===== src/rtl/jt9346_master.sv =====
// rtl/jt9346_master.sv - host-side serial command controller for a 93C46-style x16 EEPROM
//
// Takes one parallel command at a time and turns it into a chip-select,
// serial-clock and data-in frame. For reads it shifts in a 16-bit word from sdo.
// For write/erase commands it polls the ready status after the frame.
// Completion is reported with a single-cycle response.
//
// Ports:
//   clk, rst_n                 system clock, asynchronous active-low reset
//   cmd_valid/cmd_ready        command handshake (ready only while idle)
//   cmd_op[2:0]                0 READ 1 WRITE 2 ERASE 3 EWEN 4 EWDS 5 ERAL 6 WRAL 7 reserved
//   cmd_addr[5:0]              word address
//   cmd_data[15:0]             write data
//   rsp_valid                  one-cycle completion pulse
//   rsp_data[15:0], rsp_err    response payload, qualified by rsp_valid
//   scs, sclk, sdi             serial pins to the EEPROM
//   sdo                        serial data / ready status from the EEPROM
module jt9346_master #(
    parameter int CLKDIV  = 4,
    parameter int SDO_DLY = 2,
    parameter int TCS     = 4,
    parameter int TMO     = 4096
) (
    input  logic        clk,
    input  logic        rst_n,
    input  logic        cmd_valid,
    output logic        cmd_ready,
    input  logic [2:0]  cmd_op,
    input  logic [5:0]  cmd_addr,
    input  logic [15:0] cmd_data,
    output logic        rsp_valid,
    output logic [15:0] rsp_data,
    output logic        rsp_err,
    output logic        scs,
    output logic        sclk,
    output logic        sdi,
    input  logic        sdo
);

    // One counter serves the sclk phases, the chip-select gap and the poll window.
    localparam int CMAX = (TMO > TCS) ? ((TMO > CLKDIV) ? TMO : CLKDIV)
                                      : ((TCS > CLKDIV) ? TCS : CLKDIV);
    localparam int CW   = $clog2(CMAX + 1);

    localparam logic [CW-1:0] CLKDIV_C = CW'(CLKDIV);
    localparam logic [CW-1:0] SDO_C    = CW'(SDO_DLY);
    localparam logic [CW-1:0] TCS_C    = CW'(TCS);
    localparam logic [CW-1:0] TMO_C    = CW'(TMO);
    localparam logic [CW-1:0] ONE_C    = CW'(1);

    localparam logic [2:0] OP_READ  = 3'd0;
    localparam logic [2:0] OP_WRITE = 3'd1;
    localparam logic [2:0] OP_ERASE = 3'd2;
    localparam logic [2:0] OP_EWEN  = 3'd3;
    localparam logic [2:0] OP_EWDS  = 3'd4;
    localparam logic [2:0] OP_ERAL  = 3'd5;
    localparam logic [2:0] OP_WRAL  = 3'd6;

    typedef enum logic [2:0] {
        S_IDLE,
        S_SHIFT,
        S_GAP,
        S_POLL,
        S_FIN,
        S_DONE
    } state_t;

    state_t      state_q, state_d;
    logic [2:0]  op_q, op_d;
    logic [24:0] frame_q, frame_d;
    logic [4:0]  bit_q, bit_d;
    logic [CW-1:0] cnt_q, cnt_d;
    logic [15:0] rx_q, rx_d;
    logic        err_q, err_d;
    logic        cmd_ready_q, cmd_ready_d;
    logic        scs_q, scs_d;
    logic        sclk_q, sclk_d;
    logic        sdi_q, sdi_d;
    logic        rsp_valid_q, rsp_valid_d;
    logic [15:0] rsp_data_q, rsp_data_d;
    logic        rsp_err_q, rsp_err_d;

    logic [7:0]  new_hdr;
    logic [24:0] new_frame;
    logic [4:0]  last_bit;
    logic        needs_poll;

    // Opcode and address field of the frame being accepted.
    always_comb begin
        new_hdr = 8'h00;
        case (cmd_op)
            OP_READ:  new_hdr = {2'b10, cmd_addr};
            OP_WRITE: new_hdr = {2'b01, cmd_addr};
            OP_ERASE: new_hdr = {2'b11, cmd_addr};
            OP_EWEN:  new_hdr = 8'b00_110000;
            OP_EWDS:  new_hdr = 8'b00_000000;
            OP_ERAL:  new_hdr = 8'b00_100000;
            OP_WRAL:  new_hdr = 8'b00_010000;
            default:  new_hdr = 8'h00;
        endcase
        // Read frames carry 16 trailing zeros while the EEPROM drives data out.
        new_frame = {1'b1, new_hdr,
                     ((cmd_op == OP_WRITE) || (cmd_op == OP_WRAL)) ? cmd_data : 16'h0000};
    end

    assign last_bit   = ((op_q == OP_READ) || (op_q == OP_WRITE) || (op_q == OP_WRAL))
                        ? 5'd24 : 5'd8;
    assign needs_poll = (op_q == OP_WRITE) || (op_q == OP_ERASE) ||
                        (op_q == OP_ERAL)  || (op_q == OP_WRAL);

    always_comb begin
        state_d     = state_q;
        op_d        = op_q;
        frame_d     = frame_q;
        bit_d       = bit_q;
        cnt_d       = cnt_q;
        rx_d        = rx_q;
        err_d       = err_q;
        cmd_ready_d = cmd_ready_q;
        scs_d       = scs_q;
        sclk_d      = sclk_q;
        sdi_d       = sdi_q;
        rsp_valid_d = 1'b0;
        rsp_data_d  = 16'h0000;
        rsp_err_d   = 1'b0;

        case (state_q)
            S_IDLE: begin
                if (cmd_valid) begin
                    cmd_ready_d = 1'b0;
                    op_d        = cmd_op;
                    if (cmd_op == 3'd7) begin
                        err_d   = 1'b1;
                        state_d = S_FIN;
                    end else begin
                        err_d   = 1'b0;
                        frame_d = new_frame;
                        bit_d   = 5'd0;
                        cnt_d   = ONE_C;
                        rx_d    = 16'h0000;
                        scs_d   = 1'b1;
                        sclk_d  = 1'b0;
                        sdi_d   = new_frame[24];
                        state_d = S_SHIFT;
                    end
                end
            end

            S_SHIFT: begin
                // cnt_q counts clk edges since the current phase began (1-based),
                // so cnt_q == SDO_C during a high phase is SDO_DLY after the rise.
                if (sclk_q && (cnt_q == SDO_C) && (op_q == OP_READ) && (bit_q >= 5'd9)) begin
                    rx_d = {rx_q[14:0], sdo};
                end
                if (cnt_q == CLKDIV_C) begin
                    cnt_d = ONE_C;
                    if (!sclk_q) begin
                        sclk_d = 1'b1;
                    end else if (bit_q == last_bit) begin
                        scs_d  = 1'b0;
                        sclk_d = 1'b0;
                        sdi_d  = 1'b0;
                        state_d = needs_poll ? S_GAP : S_FIN;
                    end else begin
                        sclk_d  = 1'b0;
                        bit_d   = bit_q + 5'd1;
                        frame_d = {frame_q[23:0], 1'b0};
                        sdi_d   = frame_q[23];
                    end
                end else begin
                    cnt_d = cnt_q + ONE_C;
                end
            end

            S_GAP: begin
                if (cnt_q == TCS_C) begin
                    scs_d   = 1'b1;
                    cnt_d   = ONE_C;
                    state_d = S_POLL;
                end else begin
                    cnt_d = cnt_q + ONE_C;
                end
            end

            S_POLL: begin
                // Ready wins over a timeout that lands on the same cycle.
                if ((cnt_q >= SDO_C) && sdo) begin
                    scs_d       = 1'b0;
                    rsp_valid_d = 1'b1;
                    state_d     = S_DONE;
                end else if (cnt_q == TMO_C) begin
                    scs_d       = 1'b0;
                    rsp_valid_d = 1'b1;
                    rsp_err_d   = 1'b1;
                    state_d     = S_DONE;
                end else begin
                    cnt_d = cnt_q + ONE_C;
                end
            end

            S_FIN: begin
                rsp_valid_d = 1'b1;
                rsp_err_d   = err_q;
                rsp_data_d  = ((op_q == OP_READ) && !err_q) ? rx_q : 16'h0000;
                state_d     = S_DONE;
            end

            S_DONE: begin
                cmd_ready_d = 1'b1;
                state_d     = S_IDLE;
            end

            default: begin
                scs_d       = 1'b0;
                sclk_d      = 1'b0;
                sdi_d       = 1'b0;
                cmd_ready_d = 1'b1;
                state_d     = S_IDLE;
            end
        endcase
    end

    always_ff @(posedge clk or negedge rst_n) begin
        if (!rst_n) begin
            state_q     <= S_IDLE;
            op_q        <= 3'd0;
            frame_q     <= 25'd0;
            bit_q       <= 5'd0;
            cnt_q       <= '0;
            rx_q        <= 16'h0000;
            err_q       <= 1'b0;
            cmd_ready_q <= 1'b1;
            scs_q       <= 1'b0;
            sclk_q      <= 1'b0;
            sdi_q       <= 1'b0;
            rsp_valid_q <= 1'b0;
            rsp_data_q  <= 16'h0000;
            rsp_err_q   <= 1'b0;
        end else begin
            state_q     <= state_d;
            op_q        <= op_d;
            frame_q     <= frame_d;
            bit_q       <= bit_d;
            cnt_q       <= cnt_d;
            rx_q        <= rx_d;
            err_q       <= err_d;
            cmd_ready_q <= cmd_ready_d;
            scs_q       <= scs_d;
            sclk_q      <= sclk_d;
            sdi_q       <= sdi_d;
            rsp_valid_q <= rsp_valid_d;
            rsp_data_q  <= rsp_data_d;
            rsp_err_q   <= rsp_err_d;
        end
    end

    assign cmd_ready = cmd_ready_q;
    assign scs       = scs_q;
    assign sclk      = sclk_q;
    assign sdi       = sdi_q;
    assign rsp_valid = rsp_valid_q;
    assign rsp_data  = rsp_data_q;
    assign rsp_err   = rsp_err_q;

endmodule


===== config.mk =====
export PLATFORM = sky130hd
export DESIGN_NAME = jt9346_master
export DESIGN_NICKNAME = d
export VERILOG_FILES = /design/src/rtl/jt9346_master.sv
export SDC_FILE = /design/constraint.sdc
export NUM_CORES = 1
export LEC_CHECK = 0
export CAP_MARGIN = 5
export CELL_PAD_IN_SITES_DETAIL_PLACEMENT = 0
export CELL_PAD_IN_SITES_GLOBAL_PLACEMENT = 1
export CORE_UTILIZATION = 43
export DETAILED_ROUTE_END_ITERATION = 12
export PLACE_DENSITY = 0.84
export REMOVE_ABC_BUFFERS = 1
export SLEW_MARGIN = 10
export SYNTH_ARGS = -nofsm -noshare
export SYNTH_HDL_FRONTEND = slang
export SYNTH_SLANG_ARGS = --single-unit

===== constraint.sdc =====
create_clock -name clk -period 3.1 [get_ports clk]
set_input_delay 0.93 -clock clk [delete_from_list [all_inputs] [get_ports clk]]
set_output_delay 0.93 -clock clk [all_outputs]
set_load 0.005 [all_outputs]

## Word-level counts from Yosys, hierarchy flattened

Cells that the tools add are included.

- Flip-flop bits (word level): 87
- Output and inout bits: 22

- Add/subtract/negate cells: 2
- Magnitude comparators: 2
- Equal/unequal tests: 30
- Mux-type cells: 63
- Bitwise gates (word level): 3
- Reduce and logical (&&, ||, !) cells: 30

Operator list:

| operator | count |
|---|---|
| $mux W24 | 5 |
| $mux W16 | 6 |
| $mux W13 | 5 |
| $pmux W24 S2 | 1 |
| $pmux W8 S6 | 1 |
| $pmux W13 S3 | 1 |
| $pmux W16 S2 | 1 |
| $mux W5 | 6 |
| $mux W3 | 9 |
| $eq A3 B3 Y1 const B | 7 |
| $mux W1 | 20 |
| $ne A2 B2 Y1 const B | 10 |
| $eq A3 B2 Y1 const B | 5 |
| $pmux W3 S5 | 1 |
| $add A13 B1 Y13 const B | 1 |
| $eq A13 B13 Y1 const B | 1 |
| $eq A13 B2 Y1 const B | 1 |
| $eq A13 B3 Y1 const B | 1 |
| $ge A13 B2 Y1 const B | 1 |
| $reduce_and A6 Y1 | 2 |
| $pmux W5 S2 | 1 |
| $reduce_and A5 Y1 | 2 |
| $eq A3 B1 Y1 const B | 3 |
| $logic_not A3 Y1 | 3 |
| 18 further kinds | 36 |

## Longest topological paths before layout

Gate-level depths: netlist of the first run.

- Depth after elaboration: 9
- Depth in mapped cells: 9
- Depth with buffers taken out: 8

## Worst setup path after synthesis of the first run

Ideal clock, no wire load.

- Kind: input to register
- Start: in cmd_op[2]
- End: reg cnt_q[9]
- Library setup time: 0.133 ns
- Arrival: 2.504 ns
- Required time: 2.967 ns
- Slack: 0.462 ns
- Cell stages on the path: 8
- Buffers on the path: 3
- Cells stage by stage: clkbuf_1 and3_1 and2_1 or2_2 buf_1 clkbuf_1 o31ai_2 o41ai_2

- Longest elaborated chain between the ends: 3

Ends and longest elaborated chain:

| item | RTL line | source |
|---|---|---|
| start: declaration | 28 | `input logic [2:0] cmd_op,` |
| $eq A3 B3 Y1 | 132 | `if (cmd_op == 3'd7) begin` |
| $ne A2 B2 Y1 (no source line) | - |  |
| $reduce_and A5 Y1 (no source line) | - |  |
| end signal: assignment | 244 | `cnt_q <= cnt_d;` |
| end: declaration | 72 | `logic [CW-1:0] cnt_q, cnt_d;` |

Every way passes these cells.
A chain may end at the register's enable or synchronous reset.

## Worst setup path in the final report of the first run

- Start: reg cnt_q[3]
- End: reg cnt_q[6]

- Longest elaborated chain between the ends: 4
- Elaborated cells on any way between the ends: 12
- Classes of those cells: 1 x add/sub; 1 x order compare; 4 x eq/ne; 4 x mux; 2 x reduce/logical

Ends and longest elaborated chain:

| item | RTL line |
|---|---|
| $add A13 B1 Y13 or $ge A13 B2 Y1 (tied branches) | - |
| $mux W13 or $logic_and A1 B1 Y1 (tied branches) | 191, 187 |
| $mux W13 or $ne A2 B2 Y1 (tied branches) | - |
| $pmux W13 S3 or $reduce_and A5 Y1 (tied branches) | - |

Several ways; a longest one is shown, not always the timed one. The select of a mux whose other input is x is not followed.

==> flow_summary_export.csv, run 1 <==
group,metric,value,unit
place,gp_congestion,0.821,
floorplanning,die_w,103,µm
finish,nNetsFinal,549,
finish,n_antenna_cell,0,
critical_path,critPathRequiredTime,3.35,ns
finish,fin_cells,652,
status,outcome,"completed",
sta,rsz0062_at_grt,"no",
sta,max_freq,0.361,GHz
route,wl_per_cell,14.8,µm
route,drtIter0Drc,215,
floorplanning,die_area,0.0106,mm²
logic_synthesis,synth_seq_cells,87,
clock_network,clockBufferDepth,2,
route,routed_wl,9.66,mm
critical_path,critical-path-max-stage-delay,0.59,ns
grt,grt_pass1_vias,3270,
place,placed_cell_area,0.00506,mm²
place,io_buffers,50,
clock_network,htree_levels,3,
clock_network,clockRootBuffer,"clkbuf_8",
logic_synthesis,synth-edff-count,0,
critical_path,arrival,3.02,ns
sta,setup_viol,0,
sta,period_needed,2.77,ns
grt,grt_max_degree,51,
logic_synthesis,syn_inst,469,
grt,grtUsageTotal,19.1,%
route,drtAntennaViolNets,0,
floorplanning,boundaryPins,51,
critical_path,crit_buf_inv,1,
finish,fillers,928,
sta,post-route-period-util,89.5,%
clock_network,hold_buffers,0,
floorplanning,core-area,0.00982,mm²
logic_synthesis,ys_async_sr_fraction,100,%
floorplanning,row_count,36,
logic_synthesis,yosysWarnings,0,
logic_synthesis,yosysUniqueCellTypes,60,
finish,finish.instance_area,0.00526,mm²
critical_path,path_class,"flop to flop",
sta,slew_viol_final,0,
clock_network,postCtsSetupBuffers,0,
logic_synthesis,seq_area_frac_synth,49.6,%
grt,antenna_found_initial,0,
run,drv_cap,0,
clock_network,numCtsBuffers,9,
power,ir_drop,0.362,mV
finish,drive_above_1_share,11.0,%
route,drc,0,
finish,multi_input_area,0.00195,mm²
sta,hold_viol_final,0,
logic_synthesis,syn_area,0.00439,mm²
clock_network,cts_tree,"built",
clock_network,path_clk_slew,0.10,ns
critical_path,path_common_cell,"or4_4",
sta,worst_pin_slew,0.672,ns
finish,register_area,0.00218,mm²
clock_network,numClockSinks,87,
power,p_total,4550,µW
clock_network,ctsResizeCount,0,
critical_path,slowest_stage,"or4_4",
critical_path,endpoint_kind,"flop",
floorplanning,die_h,103,µm
place,dp.cells,636,
critical_path,crit_family,"simple AND/OR/NAND/NOR gates",
floorplanning,initial_core_util,44.7,%
clock_network,clkLatencyLatePin,0.36,ns
power,p_leak,0.00219,µW
grt,grt_pass1_wl,15.7,mm
logic_synthesis,synth_ff_type,"dfrtp_1",
route,dr.pass1.iters,4,
sta,slew_headroom,55.2,%
route,vias_per_cell,5.50,
route,vias,3585,
sta,finClkSkew,0.0163,ns
finish,area_growth_syn_to_layout,19.7,%
critical_path,crit_chain,"or4_4 > or4_4 > o2111ai_2 > nand3b_1 > buf_4 > o41ai_1",
min_path,min_path_type,"flop to flop",
grt,overflow,0,
place,dp_hpwl,6.53,mm
critical_path,startpoint_type,"flop",
logic_synthesis,syn_area_per_cell,9.36,µm²
power,pwr_density_cell,866,mW/mm²
critical_path,cp_max_fo,7,
## placed cells by master (no fill, tap or decap), types with 2 or more instances in the layout
cell type        count
ha_1                 6
a211oi_1             3
o211ai_1             3
clkinvlp_4           2
nand2b_1             4
xor2_1               4
o31ai_1             14
nand3_1             28
nor2b_1              2
mux2_2               3
clkinv_4             2
o22a_1               2
a21o_1               2
nand2_1             37
nor3_1              10
or2_2                2
buf_4               19
or3_1                3
xnor2_1              2
and3_1               6
a221o_1              2
a22oi_1              6
nor2_1              40
inv_1               30
or4_4                4
nor4_1              18
o21ai_1              2
o41ai_2              2
nand3b_1             4
clkbuf_8            10
o21ai_0             30
a22o_1               2
a21oi_1             29
dfrtp_1             86
a2bb2oi_1           15
a31oi_1              4
o41ai_1              2
o22ai_1              4
nand4_1              3
clkdlybuf4s50_1     49
## sequential cells by signal (all words and copies together) (netlist names)
signal     flops
frame_q       24
rsp_data      16
rx_q          16
cnt_q         13
bit_q          5
op_q           3
state_q        3
cmd_ready      1
err_q          1
rsp_err        1
rsp_valid      1
sclk           1
scs            1
sdi            1
## synthesized netlist by cell type, types with 2 or more instances
library cell / count / area share, %
inv_1: 30 / 2.6
a221o_1: 2 / 0.46
a2bb2oi_1: 15 / 3.0
o211ai_1: 3 / 0.51
nor3_1: 10 / 1.1
a22o_1: 2 / 0.40
o41ai_2: 2 / 0.74
o21ai_1: 2 / 0.23
clkbuf_1: 22 / 1.9
o22ai_1: 4 / 0.57
o22a_1: 2 / 0.40
a22oi_1: 6 / 1.0
o21ai_0: 30 / 3.4
nor2_1: 40 / 3.4
or3_1: 3 / 0.43
o41ai_1: 2 / 0.40
nor2b_1: 2 / 0.29
xor2_1: 4 / 0.80
a211oi_1: 3 / 0.51
a21oi_1: 29 / 3.3
a31oi_1: 4 / 0.57
nor4_1: 18 / 2.6
or4_4: 4 / 1.0
or2_2: 2 / 0.29
dfrtp_1: 86 / 49
nand2_1: 37 / 3.2
mux2_2: 3 / 0.77
buf_1: 3 / 0.26
o31ai_1: 14 / 2.4
nand2b_1: 4 / 0.57
and3_1: 6 / 0.86
buf_2: 8 / 0.91
nand3b_1: 4 / 0.68
nand4_1: 3 / 0.43
a21o_1: 2 / 0.34
xnor2_1: 2 / 0.40
ha_1: 6 / 1.7
nand3_1: 28 / 3.2
## area by class of cell
cell class / count / area share, %
timing repair buffer: 69 / 12.4
clock inverter: 6 / 1.00
sequential: 87 / 41.5
inverter: 30 / 2.14
clock buffer: 10 / 2.62
multi-input combinational: 317 / 37.2
tap: 133 / 3.17
## metrics by stage
stage	util, %	hold WS (ns)	setup TNS, ns	worst slack (ns)
detailed placement	51.6	0.489	0	0.182
global route	53.5	0.519	0	0.205
finish	53.5	0.496	0	0.326
global placement	51.6	0.478	0	0.231
floorplan	-	0.469	-111.60	-2.55
CTS	53.5	0.496	0	0.334
## where the power goes
group	internal (µW)	leakage, µW	total [µW]	switching, µW
Clock	324	0.0000910	749	425
Combinational	829	0.000974	2070	1240
Sequential	1470	0.00112	1730	263
## worst reg2reg max path: stages (launching register included)
cell	delay [ns]
dfrtp_1	0.44
or4_4	0.59
or4_4	0.51
o2111ai_2	0.24
nand3b_1	0.26
buf_4	0.26
o41ai_1	0.37
## routing by layer
layer	GRT usage (%)	vias up	wire (µm)
met5	0	-	0
met2	29.9	56	4650
li1	-	1778	-
met3	4.20	2	286
met1	26.8	1749	4710
met4	5.09	0	9
## worst paths after layout
check	slack [ns]	to	depth (start not counted)	from
worst max-delay path	0.33	cnt_q[6]	6	cnt_q[3]
worst min-delay path	0.50	rx_q[1]	2	rx_q[0]
worst max register to register	0.33	cnt_q[6]	6	cnt_q[3]
worst min register to register	0.50	rx_q[1]	2	rx_q[0]
max in group asynchronous	1.86	cmd_ready	2	rst_n
min in group asynchronous	0.54	frame_q[3]	1	rst_n
## logic make-up after synthesis
logic type | synth area share, %
buffers and inverters | 6.04
multiplexers | 0.998
AO/OA/AOI/OAI | 20.3
adder cells (fa/ha/maj) | 1.71
AND/OR/NAND/NOR | 20.2
flip-flops | 49.6
XOR/XNOR | 1.20
Note: power is estimated with default switching activity, not from simulation.
==> inputs of run 2 (changes only) <==
==> constraint.sdc (replaced) <==
create_clock -name clk -period 3.1 [get_ports clk]
set_input_delay 0.62 -clock clk [delete_from_list [all_inputs] [get_ports clk]]
set_output_delay 0.62 -clock clk [all_outputs]
set_load 0.005 [all_outputs]
==> flow_summary_export.csv, run 2 (synthesis gave the netlist of run 1 again) <==
group,metric,value,unit
route,vias,3649,
grt,use_met1,28.1,%
power,ir_drop,0.418,mV
clock_network,numCtsBuffers,9,
floorplanning,die_area,0.0106,mm²
finish,multi_input_area,0.00195,mm²
grt,grt_max_degree,88,
finish,largest-register,"frame_q",
floorplanning,die_h,103,µm
grt,overflow,0,
power,p_total,4650,µW
finish,area_growth_syn_to_layout,19.8,%
route,wl_per_cell,15.1,µm
route,drc,0,
clock_network,htree_levels,3,
status,outcome,"completed",
clock_network,ctsResizeCount,0,
run,drv_cap,0,
power,pwr_density_cell,884,mW/mm²
sta,worst_pin_slew,0.677,ns
finish,final_common_cell,"dfrtp_1",
finish,post-route-util,53.5,%
finish,n_antenna_cell,0,
clock_network,clkLatencyLatePin,0.36,ns
critical_path,startpoint_type,"flop",
grt,use_met2,31.6,%
sta,slew_viol_final,0,
critical_path,r2r-end,"cnt_q[6]",
floorplanning,initial_core_util,44.7,%
place,io_buffers,50,
clock_network,path_clk_slew,0.10,ns
route,routed_wl,9.76,mm
grt,antenna_found_initial,0,
finish,register_area,0.00218,mm²
critical_path,endpoint_kind,"flop",
sta,max_freq,0.354,GHz
finish,finish.instance_area,0.00526,mm²
finish,nNetsFinal,545,
clock_network,clockRootBuffer,"clkbuf_8",
critical_path,reg2reg_slack,0.28,ns
grt,grt_pass1_wl,16.5,mm
place,placed_cell_area,0.00503,mm²
place,gp_congestion,0.799,
grt,grt-busiest-layer,"met2",
clock_network,postCtsSetupBuffers,0,
sta,period_needed,2.82,ns
critical_path,reg2reg_depth,5,
floorplanning,boundaryPins,51,
critical_path,arrival,3.04,ns
grt,use_met3,4.07,%
clock_network,numClockSinks,87,
grt,grt_pass1_vias,3369,
critical_path,reg2reg_from,"cnt_q[3]",
floorplanning,row_count,36,
route,vias_per_cell,5.63,
clock_network,clockBufferDepth,2,
finish,largest_reg_flops,24,
floorplanning,die_w,103,µm
finish,drive_above_1_share,9.90,%
sta,post-route-period-util,91.0,%
critical_path,critPathRequiredTime,3.32,ns
clock_network,hold_buffers,0,
clock_network,cts_tree,"built",
critical_path,startpoint,"cnt_q[3]",
route,drtIter0Drc,226,
sta,holdWs,0.272,ns
finish,mostFrequentLayoutCells,"dfrtp_1 (86), clkdlybuf4s50_1 (49), nor2_1 (40), nand2_1 (37)",
sta,finClkSkew,0.0221,ns
grt,grtUsageTotal,20.0,%
sta,slew_headroom,54.9,%
sta,setup_viol,0,
place,dp.cells,632,
power,p_leak,0.00219,µW
sta,rsz0062_at_grt,"no",
min_path,min_path_type,"input pin to async pin",
route,dr.pass1.iters,4,
finish,fillers,929,
floorplanning,core-area,0.00982,mm²
finish,fin_cells,648,
sta,hold_viol_final,0,
critical_path,cp_max_fo,12,
place,dp_hpwl,6.45,mm
route,drtAntennaViolNets,0,
critical_path,path_class,"flop to flop",
## run 2: cell count changes in the layout (fill, tap and decap cells not counted)
cell	change
buf_4	-4
inv_6	+1
clkinv_4	-2
inv_8	-1
bufinv_16	+2
clkinvlp_4	-2
clkbuf_1	+2
## run 2: worst max path at each step
| stage | to | slack [ns] |
|---|---|---|
| 3_5_place_dp | cnt_q[6] | 0.31 |
| 5_1_grt | cnt_q[6] | 0.17 |
| 6_report | cnt_q[6] | 0.28 |
| 2_1_floorplan | bit_q[4] | -2.55 |
| 4_1_cts | cnt_q[6] | 0.29 |
| 3_3_place_gp | scs | 0.44 |
## run 2: critical path, cell delays in order, from the launching register on
cell and delay (ns):
dfrtp_1 0.43, or4_4 0.59, or4_4 0.51, o2111ai_2 0.23
nand3b_1 0.41, o41ai_1 0.52
## run 2: cell type report
type	count	share of cell area (%)
Tap cell	133	3.17
Sequential cell	87	41.4
Timing Repair Buffer	65	11.9
Clock inverter	4	1.48
Clock buffer	12	2.76
Multi-Input combinational cell	317	37.2
Inverter	30	2.14
## run 2: power breakdown
group          total, µW  internal, µW  switching, µW
clock                892           483            408
combinational       2000           793           1200
sequential          1760          1470            293
total               4650          2740           1910
## run 2: layer usage
layer	up-vias	part of all wire, %
met5	-	0
met4	0	0.74
li1	1765	-
met2	86	48
met1	1790	47
met3	8	3.8
## run 2: per-stage QoR
stage	setup WS [ns]	TNS [ns]
after floorplan	-2.55	-111.60
after global placement	0.440	0
after detailed placement	0.314	0
after CTS	0.285	0
after global routing	0.173	0
final	0.279	0
